===== src/rtl/mario_dash_pkg.sv =====
// Shared definitions for the Mario-Dash player logic.
//   - Player sprite and screen geometry.
//   - Game-state encoding presented on game_state.
//   - Motion sequencer state enum.
//   - clamp_coord(): saturates a signed intermediate coordinate into [0, hi].
package mario_dash_pkg;

  localparam int PLAYER_W  = 16;
  localparam int PLAYER_H  = 16;
  localparam int SCREEN_W  = 640;
  localparam int COORD_MAX = 1023;  // largest value a 10-bit coordinate can hold

  typedef enum logic [1:0] {
    GS_PLAYING = 2'b00,
    GS_WON     = 2'b01,
    GS_DEAD    = 2'b10
  } game_state_e;

  // One state per cycle: probe X, check X, probe Y, check Y, evaluate events.
  typedef enum logic [2:0] {
    ST_IDLE,
    ST_PX,
    ST_CX,
    ST_PY,
    ST_CY,
    ST_EV
  } motion_state_e;

  function automatic logic [9:0] clamp_coord(input logic signed [11:0] v,
                                             input logic [9:0]        hi);
    if (v < 12'sd0) begin
      return 10'd0;
    end else if (v > $signed({2'b00, hi})) begin
      return hi;
    end else begin
      return v[9:0];
    end
  endfunction

endpackage


===== src/rtl/player_motion_ctrl.sv =====
// Per-frame player physics sequencer.
// On an accepted frame_tick the block walks IDLE->PX->CX->PY->CY->EV->IDLE,
// presenting registered probe coordinates to the external combinational
// collision block and committing the position, vertical speed and game state
// from its answers. All outputs settle 5 cycles after the accepted tick.
// Ports:
//   clk, rst                 clock, asynchronous active-high reset
//   frame_tick               one-cycle pulse per video frame
//   btn_left/right/jump      level buttons, latched when a frame starts
//   btn_restart              level; honoured in IDLE while WON or DEAD
//   probe_x, probe_y         coordinates presented to the collision block
//   on_ground, support_y,
//   hit_ceiling, hit_left_wall,
//   hit_right_wall,
//   at_goal_region, in_lava  collision results for the current probe
//   player_x, player_y       committed position
//   game_state               00 PLAYING, 01 WON, 10 DEAD
//   busy                     high while a frame is being processed
module player_motion_ctrl
  import mario_dash_pkg::*;
#(
  parameter logic [9:0] SPAWN_X   = 10'd20,
  parameter logic [9:0] SPAWN_Y   = 10'd344,
  parameter int         RUN_SPEED = 2,
  parameter int         JUMP_V    = 8,
  parameter int         MAX_FALL  = 3,   // must stay <= 3: landing window of the collision block
  parameter logic [9:0] LAVA_Y    = 10'd380
) (
  input  logic       clk,
  input  logic       rst,
  input  logic       frame_tick,
  input  logic       btn_left,
  input  logic       btn_right,
  input  logic       btn_jump,
  input  logic       btn_restart,
  output logic [9:0] probe_x,
  output logic [9:0] probe_y,
  input  logic       on_ground,
  input  logic [9:0] support_y,
  input  logic       hit_ceiling,
  input  logic       hit_left_wall,
  input  logic       hit_right_wall,
  input  logic       at_goal_region,
  input  logic       in_lava,
  output logic [9:0] player_x,
  output logic [9:0] player_y,
  output logic [1:0] game_state,
  output logic       busy
);

  localparam logic signed [11:0] RUN_STEP = 12'(RUN_SPEED);
  localparam logic signed [4:0]  JUMP_VY  = 5'(-JUMP_V);
  localparam logic signed [4:0]  FALL_VY  = 5'(MAX_FALL);
  localparam logic [9:0]         X_MAX    = 10'(SCREEN_W - PLAYER_W);
  localparam logic [9:0]         Y_MAX    = 10'(COORD_MAX - PLAYER_H);

  motion_state_e     state_q, state_d;
  game_state_e       gs_q, gs_d;
  logic [9:0]        x_q, x_d, y_q, y_d;
  logic [9:0]        px_q, px_d, py_q, py_d;
  logic signed [4:0] vy_q, vy_d;
  logic              grounded_q, grounded_d;
  logic              left_q, left_d, right_q, right_d, jump_q, jump_d;

  logic              move_left, move_right;
  logic signed [11:0] x_ext, y_ext;
  logic signed [4:0] vy_next;
  logic [9:0]        y_commit;

  // Both or neither direction held means no horizontal intent.
  assign move_right = right_q & ~left_q;
  assign move_left  = left_q & ~right_q;
  assign x_ext      = $signed({2'b00, x_q});
  assign y_ext      = $signed({2'b00, y_q});

  // NOTE: state registers use non-blocking assignments so every flop samples
  // the pre-edge values; the asynchronous reset clears any half-finished frame.
  always_ff @(posedge clk or posedge rst) begin
    if (rst) begin
      state_q    <= ST_IDLE;
      gs_q       <= GS_PLAYING;
      x_q        <= SPAWN_X;
      y_q        <= SPAWN_Y;
      px_q       <= SPAWN_X;
      py_q       <= SPAWN_Y;
      vy_q       <= 5'sd0;
      grounded_q <= 1'b1;
      left_q     <= 1'b0;
      right_q    <= 1'b0;
      jump_q     <= 1'b0;
    end else begin
      state_q    <= state_d;
      gs_q       <= gs_d;
      x_q        <= x_d;
      y_q        <= y_d;
      px_q       <= px_d;
      py_q       <= py_d;
      vy_q       <= vy_d;
      grounded_q <= grounded_d;
      left_q     <= left_d;
      right_q    <= right_d;
      jump_q     <= jump_d;
    end
  end

  always_comb begin
    // NOTE: every signal written below gets a hold/default value first, so no
    // path through the case statement can infer a latch.
    state_d    = state_q;
    gs_d       = gs_q;
    x_d        = x_q;
    y_d        = y_q;
    px_d       = px_q;
    py_d       = py_q;
    vy_d       = vy_q;
    grounded_d = grounded_q;
    left_d     = left_q;
    right_d    = right_q;
    jump_d     = jump_q;
    vy_next    = vy_q;
    y_commit   = y_q;

    unique case (state_q)
      ST_IDLE: begin
        if (gs_q != GS_PLAYING) begin
          // Frozen until restart; ticks are ignored.
          if (btn_restart) begin
            x_d        = SPAWN_X;
            y_d        = SPAWN_Y;
            px_d       = SPAWN_X;
            py_d       = SPAWN_Y;
            vy_d       = 5'sd0;
            grounded_d = 1'b1;
            gs_d       = GS_PLAYING;
          end
        end else if (frame_tick) begin
          left_d  = btn_left;
          right_d = btn_right;
          jump_d  = btn_jump;
          if (btn_right && !btn_left) begin
            px_d = clamp_coord(x_ext + RUN_STEP, X_MAX);
          end else if (btn_left && !btn_right) begin
            px_d = clamp_coord(x_ext - RUN_STEP, X_MAX);
          end else begin
            px_d = x_q;
          end
          py_d    = y_q;
          state_d = ST_PX;
        end
      end

      ST_PX: state_d = ST_CX;

      ST_CX: begin
        // Wall flags only matter in the direction of travel.
        if (!((move_right && hit_right_wall) || (move_left && hit_left_wall))) begin
          x_d = px_q;
        end
        if (jump_q && grounded_q) begin
          vy_next = JUMP_VY;
        end else if (vy_q >= FALL_VY) begin
          vy_next = FALL_VY;
        end else begin
          vy_next = vy_q + 5'sd1;
        end
        vy_d    = vy_next;
        px_d    = x_d;
        py_d    = clamp_coord(y_ext + $signed({{7{vy_next[4]}}, vy_next}), Y_MAX);
        state_d = ST_PY;
      end

      ST_PY: state_d = ST_CY;

      ST_CY: begin
        if (!vy_q[4] && on_ground) begin
          y_commit   = support_y - 10'(PLAYER_H);
          vy_d       = 5'sd0;
          grounded_d = 1'b1;
        end else if (vy_q[4] && hit_ceiling) begin
          y_commit   = y_q;
          vy_d       = 5'sd0;
          grounded_d = 1'b0;
        end else begin
          y_commit   = py_q;
          grounded_d = 1'b0;
        end
        y_d     = y_commit;
        px_d    = x_q;
        py_d    = y_commit;
        state_d = ST_EV;
      end

      ST_EV: begin
        // Probe now holds the committed position, so goal/lava refer to it.
        if (at_goal_region) begin
          gs_d = GS_WON;
        end else if (in_lava ||
                     (!grounded_q && (({1'b0, y_q} + 11'(PLAYER_H)) >= {1'b0, LAVA_Y}))) begin
          gs_d = GS_DEAD;
        end
        state_d = ST_IDLE;
      end

      default: state_d = ST_IDLE;
    endcase
  end

  assign probe_x    = px_q;
  assign probe_y    = py_q;
  assign player_x   = x_q;
  assign player_y   = y_q;
  assign game_state = gs_q;
  assign busy       = (state_q != ST_IDLE);

endmodule

===== config.mk =====
export PLATFORM = sky130hd
export DESIGN_NAME = player_motion_ctrl
export DESIGN_NICKNAME = d
export VERILOG_FILES = /design/src/rtl/mario_dash_pkg.sv /design/src/rtl/player_motion_ctrl.sv
export SDC_FILE = /design/constraint.sdc
export NUM_CORES = 1
export LEC_CHECK = 0
export ABC_AREA = 1
export CAP_MARGIN = 10
export CORE_MARGIN = 2
export CORE_UTILIZATION = 50
export DETAILED_ROUTE_END_ITERATION = 10
export GPL_TIMING_DRIVEN = 0
export PLACE_DENSITY = 0.78
export SYNTH_ARGS = -nofsm -noshare
export SYNTH_HDL_FRONTEND = slang
export SYNTH_SLANG_ARGS = --single-unit

===== constraint.sdc =====
create_clock -name clk -period 3.3 [get_ports clk]
set_input_delay 0.66 -clock clk [delete_from_list [all_inputs] [get_ports clk]]
set_output_delay 0.66 -clock clk [all_outputs]
set_load 0.01 [all_outputs]

==> flow_metrics.env <==
export IMPL_grt_overflow_total=0
export IMPL_slew_headroom_pct=46.1
export IMPL_synth_top_area_cell="dfrtp_1"
export IMPL_io_buffers=65
export IMPL_synthTopCellsByArea="dfrtp_1 23%, nand2_1 12%, dfstp_2 7.8%, inv_1 7.0%, o21ai_0 6.3%"
export IMPL_area_growth_pct=23.4
export IMPL_combPwrFrac_pct=70.4
export IMPL_gp_congestion=0.983
export IMPL_leakage_uw=0.00260
export IMPL_vdd_ir_drop_worst_v=0.000574
export IMPL_hold_path_class="reg2reg"
export IMPL_fp_dieW_um=97.8
export IMPL_synth_top_cell_area_share_pct=23.3
export IMPL_firstDrtPassIters=5
export IMPL_vias=4728
export IMPL_antenna_left=0
export IMPL_grt_pass1_wl_um=22300
export IMPL_ys_ff_latch=54
export IMPL_fin_crit_sh_pct=92.7
export IMPL_async_reset_ff_share_pct=100
export IMPL_vias_per_cell=5.73
export IMPL_rsz0062_at_grt="no"
export IMPL_tightest_slew_ns=0.803
export IMPL_grt_max_degree=32
export IMPL_ys_dominant_reg_cell="dfrtp_1"
export IMPL_timing_fmax_mhz=327
export IMPL_grt_usage_pct=28.6
export IMPL_drive_gt1_share_pct=11.7
export IMPL_drcViolationCount=0
export IMPL_crit_arrival_ns=3.23
export IMPL_avgSynthCellArea_um2=6.93
export IMPL_antenna_found_initial=0
export IMPL_dpl_instance_area_um2=5210
export IMPL_synth_seq_area_share_pct=31.1
export IMPL_swShare_pct=51.4
export IMPL_ys_types=55
export IMPL_fin_area_um2=5430
export IMPL_routed_wl_um=13600
export IMPL_synth_edf_count=0
export IMPL_coreArea_um2=8640
export IMPL_worstPathRequired_ns=3.47
export IMPL_ios=66
export IMPL_crit_path_max_fanout=6
export IMPL_power_density_nw_per_um2=1140
export IMPL_nets=758
export IMPL_cap_violations=0
export IMPL_cts_buffers=5
export IMPL_cts_root_buf="clkbuf_8"
export IMPL_period_minus_slack_ns=3.06
export IMPL_ys_warn_count=0
export IMPL_synthesis_area_um2=4400
export IMPL_cts_buffer_depth=2
export IMPL_synth_nets=677
export IMPL_die_y_um=97.8
export IMPL_outcome="complete, no violations"
export IMPL_setup_viol=0
export IMPL_worstSetupPathType="reg2reg"
export IMPL_postSynthCellCount=635
export IMPL_seqPwrFrac_pct=21.9
export IMPL_clk_latency_ns=0.31
export IMPL_grt_pass1_vias=4679
export IMPL_floorplan_initialDensity_pct=50.9
export IMPL_tns_ns=0
export IMPL_drt_iter0_markers=210
export IMPL_avgRoutedWirePerCell_um=16.5
export IMPL_intPower_uw=3000
export IMPL_antenna_cells=0
export IMPL_nFillCells=820
export IMPL_cts_sinks=54
export IMPL_critPathLaunchType="flip-flop"
export IMPL_clk_pin_slew_ns=0.10
export IMPL_p_switching_uw=3170
export IMPL_hpwl_um=10700
export IMPL_end_kind="flip-flop"
export IMPL_cts_tree="done"
export IMPL_die_area_um2=9560
export IMPL_p_clk_share_pct=7.8
export IMPL_ctsHoldBuffers=0
export IMPL_num_rows=34
export IMPL_fin_skew_ns=0.0119
export IMPL_htree_levels=2
export IMPL_maxSlewViolCount=0
export IMPL_timing_final_hold_violations=0
## placed cells by master (no fill, tap or decap), drive strengths merged, types with 2 or more instances in the layout
master,n
nand2,154
buf,13
a21oi,38
nor3,9
a21o,2
or2,8
a2bb2oi,7
a31oi,6
xor2,13
dfstp,13
nand4,10
dfrtp,41
o211ai,7
a21boi,8
a2111oi,4
o31ai,2
nor2,49
clkdlybuf4s50,65
o22ai,6
ha,18
clkinv,3
o211a,3
clkbuf,17
a22oi,2
o21ai,61
nor4,2
inv,91
nand3,50
o21a,2
## power by group through the flow
stage               Clock (µW)  Sequential, µW  Combinational (µW)
floorplan                    0            1360                2730
global placement             0            1340                4040
detailed placement           0            1350                4130
CTS                        487            1340                4160
global route               513            1390                4810
finish                     478            1350                4340
## repair_timing
item | in CTS | in global routing
endpoints found under the setup margin | 9 | 10
buffers inserted | 0 | 7
hold endpoints to repair | 0 | 0
pin swaps | 0 | 3
resized for setup | 3 | 9
## critical path: stages (launching register included)
cell and delay (ns):
dfrtp_1 0.44, ha_1 0.23, nand2_1 0.09, nor2_1 0.06, o21ai_2 0.24, buf_2 0.22, ha_1 0.29, nand2_1 0.10
o21ai_0 0.15, a211oi_2 0.24, nand2_1 0.08, nand2_1 0.08, nand2_1 0.05, nand2_1 0.09, clkinvlp_4 0.16, buf_4 0.17
a21oi_1 0.16, a21oi_1 0.06
## cell usage after synthesis, drive strengths merged (2+ instances only)
cell type and n:
dfstp 13, o31ai 2, nand4 10, a21boi 8
o211ai 7, clkbuf 11, nor2 49, nand3 50
clkinv 4, inv 90, o21ai 61, dfrtp 41
or2 8, o21a 2, nand2 154, a22oi 2
nor3 9, a21oi 38, o22ai 6, xor2 13
a2111oi 4, ha 18, buf 4, a2bb2oi 7
nor4 2, a31oi 6, a21o 2, o211a 3
## registers in the layout, summed over array words and instances (netlist names)
signal and count:
jump_q 1, game_state 2, player_y 10, grounded_q 1, right_q 1, probe_y 10, player_x 10, probe_x 10
state_q 3, vy_q 5, left_q 1
## final timing paths
check	depth (start not counted)	start	end	slack, ns
max	17	vy_q[0]	probe_y[9]	0.24
min	2	grounded_q	grounded_q	0.52
max reg2reg	17	vy_q[0]	probe_y[9]	0.24
min reg2reg	2	grounded_q	grounded_q	0.52
max in group asynchronous	3	rst	probe_y[6]	1.96
min in group asynchronous	2	rst	left_q	0.70
## area by class of cell
| class | count | area [µm²] | share of cell area (%) |
|---|---|---|---|
| tap | 108 | 135 | 2.49 |
| clock inverter | 2 | 38.8 | 0.714 |
| sequential | 54 | 1370 | 25.2 |
| multi-input combinational | 472 | 2640 | 48.5 |
| buffer | 15 | 70.1 | 1.29 |
| timing repair buffer | 74 | 741 | 13.6 |
| inverter | 94 | 359 | 6.61 |
| clock buffer | 6 | 82.6 | 1.52 |
## layer usage
metal	routed length, µm	share of wire [%]	vias up	track usage (%)
li1	-	-	2285	-
met4	415	3.1	0	11.9
met1	5420	40	2227	33.9
met3	719	5.3	33	2.86
met2	7030	52	183	52.7
met5	0	0	-	0
## through the flow
stage	hold WS (ns)	cells	util [%]	total power, µW	setup WS [ns]
after floorplan	0.463	635	-	4090	0.162
after global placement	0.484	808	60.0	5380	-0.735
after detailed placement	0.506	810	60.3	5490	-0.195
after CTS	0.525	818	61.8	5990	0.104
after global routing	0.543	825	62.9	6720	0.0178
final	0.525	825	62.9	6170	0.239
## cells by family after synthesis
| group | share of synthesized area, % |
|---|---|
| and+or+nand+nor | 29.2 |
| AOI/OAI and AO/OA | 21.3 |
| buffers and inverters | 9.67 |
| DFF | 31.1 |
| adders and majority gates | 5.57 |
| xor gates and xnor gates | 2.96 |
| muxes | 0.256 |
(Power assumes the default switching activity.)
